[src/rtl/mips_multicycle_control.sv]
// ---------------------------------------------------------------------------
// mips_multicycle_control
//   Main control FSM for the multicycle MIPS datapath. Steps each instruction
//   through fetch / decode / execute / memory / writeback. It drives the ALU
//   operation class, all datapath mux selects and all write enables. Memory
//   accesses (fetch, load, store) hold their state until mem_ready is seen.
//
// Ports
//   clk, rst          clock (rising edge), async active-high reset
//   opcode[5:0]       instr[31:26] from the IR, stable from DECODE onward
//   zero              ALU zero flag (used by BEQ)
//   mem_ready         memory finished the current read/write this cycle
//   alu_op[2:0]       000 add, 001 sub, 010 R-type funct decode
//   alu_src_a         0=PC, 1=reg A
//   alu_src_b[1:0]    00=reg B, 01=4, 10=sext imm, 11=sext imm<<2
//   pc_src[1:0]       00=ALU result, 01=ALUOut, 10=jump target
//   iord              memory address 0=PC, 1=ALUOut
//   mem_read/_write   memory request strobes
//   ir_write          IR load
//   reg_dst           0=rt, 1=rd
//   mem_to_reg        0=ALUOut, 1=MDR
//   reg_write         register file write enable
//   pc_en             PC load enable, branch condition already folded in
//   illegal_op        one-cycle pulse in DECODE on an unsupported opcode
//   state_o[3:0]      current state code (debug)
// ---------------------------------------------------------------------------
module mips_multicycle_control #(
    parameter logic [5:0] OP_RTYPE = 6'b000000,
    parameter logic [5:0] OP_LW    = 6'b100011,
    parameter logic [5:0] OP_SW    = 6'b101011,
    parameter logic [5:0] OP_BEQ   = 6'b000100,
    parameter logic [5:0] OP_ADDI  = 6'b001000,
    parameter logic [5:0] OP_J     = 6'b000010
) (
    input  logic       clk,
    input  logic       rst,
    input  logic [5:0] opcode,
    input  logic       zero,
    input  logic       mem_ready,
    output logic [2:0] alu_op,
    output logic       alu_src_a,
    output logic [1:0] alu_src_b,
    output logic [1:0] pc_src,
    output logic       iord,
    output logic       mem_read,
    output logic       mem_write,
    output logic       ir_write,
    output logic       reg_dst,
    output logic       mem_to_reg,
    output logic       reg_write,
    output logic       pc_en,
    output logic       illegal_op,
    output logic [3:0] state_o
);

    localparam logic [3:0] S_FETCH  = 4'd0;
    localparam logic [3:0] S_DECODE = 4'd1;
    localparam logic [3:0] S_MEMADR = 4'd2;
    localparam logic [3:0] S_MEMRD  = 4'd3;
    localparam logic [3:0] S_MEMWB  = 4'd4;
    localparam logic [3:0] S_MEMWR  = 4'd5;
    localparam logic [3:0] S_REXE   = 4'd6;
    localparam logic [3:0] S_RWB    = 4'd7;
    localparam logic [3:0] S_BEQ    = 4'd8;
    localparam logic [3:0] S_ADDIEX = 4'd9;
    localparam logic [3:0] S_ADDIWB = 4'd10;
    localparam logic [3:0] S_JMP    = 4'd11;

    localparam logic [2:0] ALU_ADD = 3'b000;
    localparam logic [2:0] ALU_SUB = 3'b001;
    localparam logic [2:0] ALU_R   = 3'b010;

    logic [3:0] r_state;
    logic [3:0] w_next;

    logic [2:0] w_alu_op;
    logic       w_alu_src_a;
    logic [1:0] w_alu_src_b;
    logic [1:0] w_pc_src;
    logic       w_iord;
    logic       w_mem_read;
    logic       w_mem_write;
    logic       w_ir_write;
    logic       w_reg_dst;
    logic       w_mem_to_reg;
    logic       w_reg_write;
    logic       w_pc_en;
    logic       w_illegal_op;

    always_ff @(posedge clk or posedge rst) begin
        if (rst) begin
            r_state <= S_FETCH;
        end else begin
            r_state <= w_next;
        end
    end

    // Next state and raw output decode. Everything defaults to 0 so that any
    // signal not named in a state stays inactive.
    always_comb begin
        w_next       = S_FETCH;
        w_alu_op     = ALU_ADD;
        w_alu_src_a  = 1'b0;
        w_alu_src_b  = 2'b00;
        w_pc_src     = 2'b00;
        w_iord       = 1'b0;
        w_mem_read   = 1'b0;
        w_mem_write  = 1'b0;
        w_ir_write   = 1'b0;
        w_reg_dst    = 1'b0;
        w_mem_to_reg = 1'b0;
        w_reg_write  = 1'b0;
        w_pc_en      = 1'b0;
        w_illegal_op = 1'b0;

        case (r_state)
            S_FETCH: begin
                // PC+4 is computed while the instruction is read; PC and IR
                // are only committed on the cycle memory delivers.
                w_mem_read  = 1'b1;
                w_alu_src_b = 2'b01;
                w_ir_write  = mem_ready;
                w_pc_en     = mem_ready;
                w_next      = mem_ready ? S_DECODE : S_FETCH;
            end
            S_DECODE: begin
                // Branch target precomputed into ALUOut for a possible BEQ.
                w_alu_src_b = 2'b11;
                if (opcode == OP_LW || opcode == OP_SW) begin
                    w_next = S_MEMADR;
                end else if (opcode == OP_RTYPE) begin
                    w_next = S_REXE;
                end else if (opcode == OP_BEQ) begin
                    w_next = S_BEQ;
                end else if (opcode == OP_ADDI) begin
                    w_next = S_ADDIEX;
                end else if (opcode == OP_J) begin
                    w_next = S_JMP;
                end else begin
                    w_illegal_op = 1'b1;
                    w_next       = S_FETCH;
                end
            end
            S_MEMADR: begin
                w_alu_src_a = 1'b1;
                w_alu_src_b = 2'b10;
                // Only LW/SW reach here, so anything not SW is a load.
                w_next      = (opcode == OP_SW) ? S_MEMWR : S_MEMRD;
            end
            S_MEMRD: begin
                w_iord     = 1'b1;
                w_mem_read = 1'b1;
                w_next     = mem_ready ? S_MEMWB : S_MEMRD;
            end
            S_MEMWB: begin
                w_mem_to_reg = 1'b1;
                w_reg_write  = 1'b1;
                w_next       = S_FETCH;
            end
            S_MEMWR: begin
                // Write strobe held for every wait cycle until acknowledged.
                w_iord      = 1'b1;
                w_mem_write = 1'b1;
                w_next      = mem_ready ? S_FETCH : S_MEMWR;
            end
            S_REXE: begin
                w_alu_src_a = 1'b1;
                w_alu_op    = ALU_R;
                w_next      = S_RWB;
            end
            S_RWB: begin
                w_reg_dst   = 1'b1;
                w_reg_write = 1'b1;
                w_next      = S_FETCH;
            end
            S_BEQ: begin
                w_alu_src_a = 1'b1;
                w_alu_op    = ALU_SUB;
                w_pc_src    = 2'b01;
                w_pc_en     = zero;
                w_next      = S_FETCH;
            end
            S_ADDIEX: begin
                w_alu_src_a = 1'b1;
                w_alu_src_b = 2'b10;
                w_next      = S_ADDIWB;
            end
            S_ADDIWB: begin
                w_reg_write = 1'b1;
                w_next      = S_FETCH;
            end
            S_JMP: begin
                w_pc_src = 2'b10;
                w_pc_en  = 1'b1;
                w_next   = S_FETCH;
            end
            default: begin
                // Unused codes 12-15: recover to FETCH with outputs idle.
                w_next = S_FETCH;
            end
        endcase
    end

    // Reset gates every output directly so that an access abandoned by a
    // mid-cycle reset cannot leak a strobe or write enable.
    assign alu_op     = rst ? 3'b000 : w_alu_op;
    assign alu_src_a  = rst ? 1'b0   : w_alu_src_a;
    assign alu_src_b  = rst ? 2'b00  : w_alu_src_b;
    assign pc_src     = rst ? 2'b00  : w_pc_src;
    assign iord       = rst ? 1'b0   : w_iord;
    assign mem_read   = rst ? 1'b0   : w_mem_read;
    assign mem_write  = rst ? 1'b0   : w_mem_write;
    assign ir_write   = rst ? 1'b0   : w_ir_write;
    assign reg_dst    = rst ? 1'b0   : w_reg_dst;
    assign mem_to_reg = rst ? 1'b0   : w_mem_to_reg;
    assign reg_write  = rst ? 1'b0   : w_reg_write;
    assign pc_en      = rst ? 1'b0   : w_pc_en;
    assign illegal_op = rst ? 1'b0   : w_illegal_op;
    assign state_o    = rst ? 4'd0   : r_state;

endmodule

[config.mk]
export PLATFORM = sky130hd
export DESIGN_NAME = mips_multicycle_control
export DESIGN_NICKNAME = d
export VERILOG_FILES = /design/src/rtl/mips_multicycle_control.sv
export SDC_FILE = /design/constraint.sdc
export NUM_CORES = 1
export LEC_CHECK = 0
export ABC_AREA = 1
export ABC_CLOCK_PERIOD_IN_PS = 1650
export CORE_MARGIN = 3
export CORE_UTILIZATION = 38
export CTS_CLUSTER_SIZE = 16
export DETAILED_ROUTE_END_ITERATION = 10
export GPL_ROUTABILITY_DRIVEN = 0
export PLACE_DENSITY = 0.84
export SLEW_MARGIN = 20
export SYNTH_ARGS = -nofsm -noshare
export SYNTH_HDL_FRONTEND = slang
export SYNTH_SLANG_ARGS = --single-unit
[constraint.sdc]
create_clock -name clk -period 1.65 [get_ports clk]
set_clock_uncertainty 0.2 [all_clocks]
set_input_delay 0.2475 -clock clk [delete_from_list [all_inputs] [get_ports clk]]
set_output_delay 0.2475 -clock clk [all_outputs]
set_load 0.02 [all_outputs]
==> summary.txt <==
Finish
  – Final #Nets: 182
  – Biggest register: r_state
  – Layout Cells excl Fill: 185
  – Largest registers: r_state: 4 flops
  – Share of post-route cells with drive strength above 1: 54.1%
  – Area growth syn-to-layout: 106%
  – Design area: 1220 µm²
  – Diode count: 0
  – Core Util, Final: 88.1%
  – Max FFs per register: 4

Global routing
  – M2 GR Usage: 46.5%
  – Met1 Usage GRT: 22.4%
  – Total GRT Usage: 23.7%
  – Number of global-route vias before repair: 880
  – Initial antenna violation count: 0
  – Global-route wire length before repair: 3.53 mm
  – Met3 usage: 3.56%
  – Largest net degree at the start of global routing: 16
  – Global route hottest layer: met2
  – Global route overflow: 0

Pwr
  – Pwr per Cell Area: 1180 nW/µm²
  – Overall Power: 1.44 mW
  – Leak: 0.646 nW
  – VDD IR-drop max: 0.876 mV

Yosys
  – Area fraction of the dominant cell type after synthesis: 19.1%
  – Post-synthesis register bit count: 4
  – Synth Warn #: 0
  – Area leader, netlist: nor2_1
  – Cell count after synthesis: 111
  – Syn avg cell area: 5.32 µm²
  – Syn Std Cell Area: 591 µm²
  – Top cells by area, synth: nor2_1 (19%), nand2_1 (17%), dfrtp_1 (17%)
  – Sequential-to-total area share from yosys stat: 16.9%
  – Syn Nets: 121
  – Distinct cell type count of the synthesized netlist: 19

Outcome
  – Failing checks: setup timing
  – Status: finished, violations left

Placement
  – Detailed placement HPWL: 1.58 mm
  – Dpl ws: -0.615 ns
  – IO buf count: 29
  – DP Cell Count: 172
  – Placed cell area: 1040 µm²

STA
  – Final setup fails: 20
  – Fmax: 0.505 GHz
  – Slew Limit Fails: 0
  – RSZ-0062 raised after global routing: true
  – Final WS setup: -0.329 ns
  – Crit path time final: 1.98 ns
  – Fin crit share: 120%
  – Final Hold Viols: 0

Routing
  – Final WL: 3.21 mm
  – Drt first pass iters: 5
  – Vias: 1,042
  – Drt drc: 0
  – WL/cell: 17.4 µm
  – Post-route ant nets: 0
  – 1st-iter DRT viols: 40
  – Vias per cell: 5.63

Flow run
  – Max-cap viol count: 0

Floorplan
  – Die height: 45.4 µm
  – Initial Utilization: 42.7%
  – Placement Rows: 13
  – I/O Pins: 31
  – Die Wd: 45.4 µm
  – Core Box Area: 1380 µm²
  – Die Footprint: 2060 µm²

Critical path
  – Max Fanout on Critical Path: 5
  – Worst Setup Start Kind: register
  – Kind of critical path: reg2out
  – WP data required: 1.20 ns
  – Crit path DAT: 1.53 ns
  – CP Capture Type: output pin
  – FF-to-FF setup slack: -0.02 ns

Clock tree
  – CTS root buffer: clkbuf_4
  – Clk buf depth: 2
  – TritonCTS clock tree: done
  – Clk_lat worst skew: 0.23 ns
  – CTS H-tree depth: 1
  – Cts bufs inserted: 3
  – CTS sink count: 4
  – Clock transition at path regs: 0.04 ns

Hold path
  – Worst hold path class: in2reg
final cells by class:
class,instances,area [µm²]
Fill cell,77,165
Tap cell,15,18.8
Sequential cell,4,105
Clock buffer,3,22.5
Timing Repair Buffer,59,505
Multi-Input combinational cell,90,510
Inverter,14,55.1
cell usage after synthesis, drive strengths merged:
| cell type | instances |
|---|---|
| o22ai | 1 |
| inv | 14 |
| nand3 | 14 |
| and3 | 2 |
| clkbuf | 1 |
| nor2 | 36 |
| nand2 | 30 |
| conb | 1 |
| a21oi | 3 |
| buf | 2 |
| a31oi | 2 |
| dfrtp | 4 |
| o21a | 1 |
critical path, cell delays in order (launching register included):
cell,delay (ns)
dfrtp_2,0.49
nand2_2,0.11
inv_2,0.12
nand2_1,0.15
a21oi_1,0.25
buf_4,0.18
metal layers:
metal | vias to the layer above | share of wire [%]
met5 | - | 0
met4 | 0 | 5.2
met3 | 23 | 8.3
met2 | 82 | 54
met1 | 474 | 33
li1 | 463 | -
path summary, 6_finish.rpt:
path	startpoint	end	cells after the start
max	r_state[1]	iord	5
min	opcode[1]	r_state[1]	6
max reg2reg	r_state[0]	r_state[0]	8
min reg2reg	r_state[2]	r_state[3]	4
max in group asynchronous	rst	r_state[3]	4
min in group asynchronous	rst	r_state[2]	4
layout by cell type, fill, tap and decap left out:
cell type / Yosys / routed
nor2_2: 2 / 7
buf_2: 1 / 2
dlygate4sd3_1: 0 / 1
and3_4: 0 / 2
a31oi_1: 2 / 2
a21oi_1: 2 / 2
nand2_1: 27 / 22
inv_4: 0 / 1
o21a_1: 1 / 1
a21oi_2: 1 / 1
buf_4: 1 / 36
clkbuf_4: 0 / 3
nor2_4: 4 / 8
inv_1: 8 / 7
nand2_2: 3 / 8
dlygate4sd2_1: 0 / 1
clkdlybuf4s50_1: 0 / 7
conb_1: 1 / 1
dfrtp_2: 0 / 4
nand3_2: 0 / 2
nor2_1: 30 / 21
inv_2: 6 / 6
nand3_1: 14 / 12
o22ai_4: 0 / 1
dlymetal6s2s_1: 0 / 1
buf_6: 0 / 11
what timing repair did:
action,CTS,global route
setup endpoints to repair,20,17
hold buffers,1,0
pin swaps,4,10
buffers inserted,3,6
hold endpoints to repair,4,0
gates resized for setup,117,25
report_power, final:
group | internal, mW | leakage [nW] | switching, mW
registers | 0.135 | 0.0477 | 0.0989
logic | 0.495 | 0.585 | 0.594
clock network | 0.0810 | 0.0138 | 0.0352
total | 0.711 | 0.646 | 0.729
per-stage QoR:
step	TNS [ns]	hold slack, ns
after detailed placement	-8.84	0.403
final	-2.73	0.386
after floorplan	0	-0.00892
after CTS	-1.31	0.535
after global routing	-3.83	0.422
after global placement	-8.43	0.410
logic make-up (layout without fill, tap and decap cells):
group,count (synthesis),in the layout,share of synthesized area (%)
simple gates,82,82,63.1
buf+inv,17,76,11.7
compound gates,7,7,7.63
flops,4,4,16.9
other cells,1,1,0.635
Note: power is estimated with default switching activity, not from simulation.
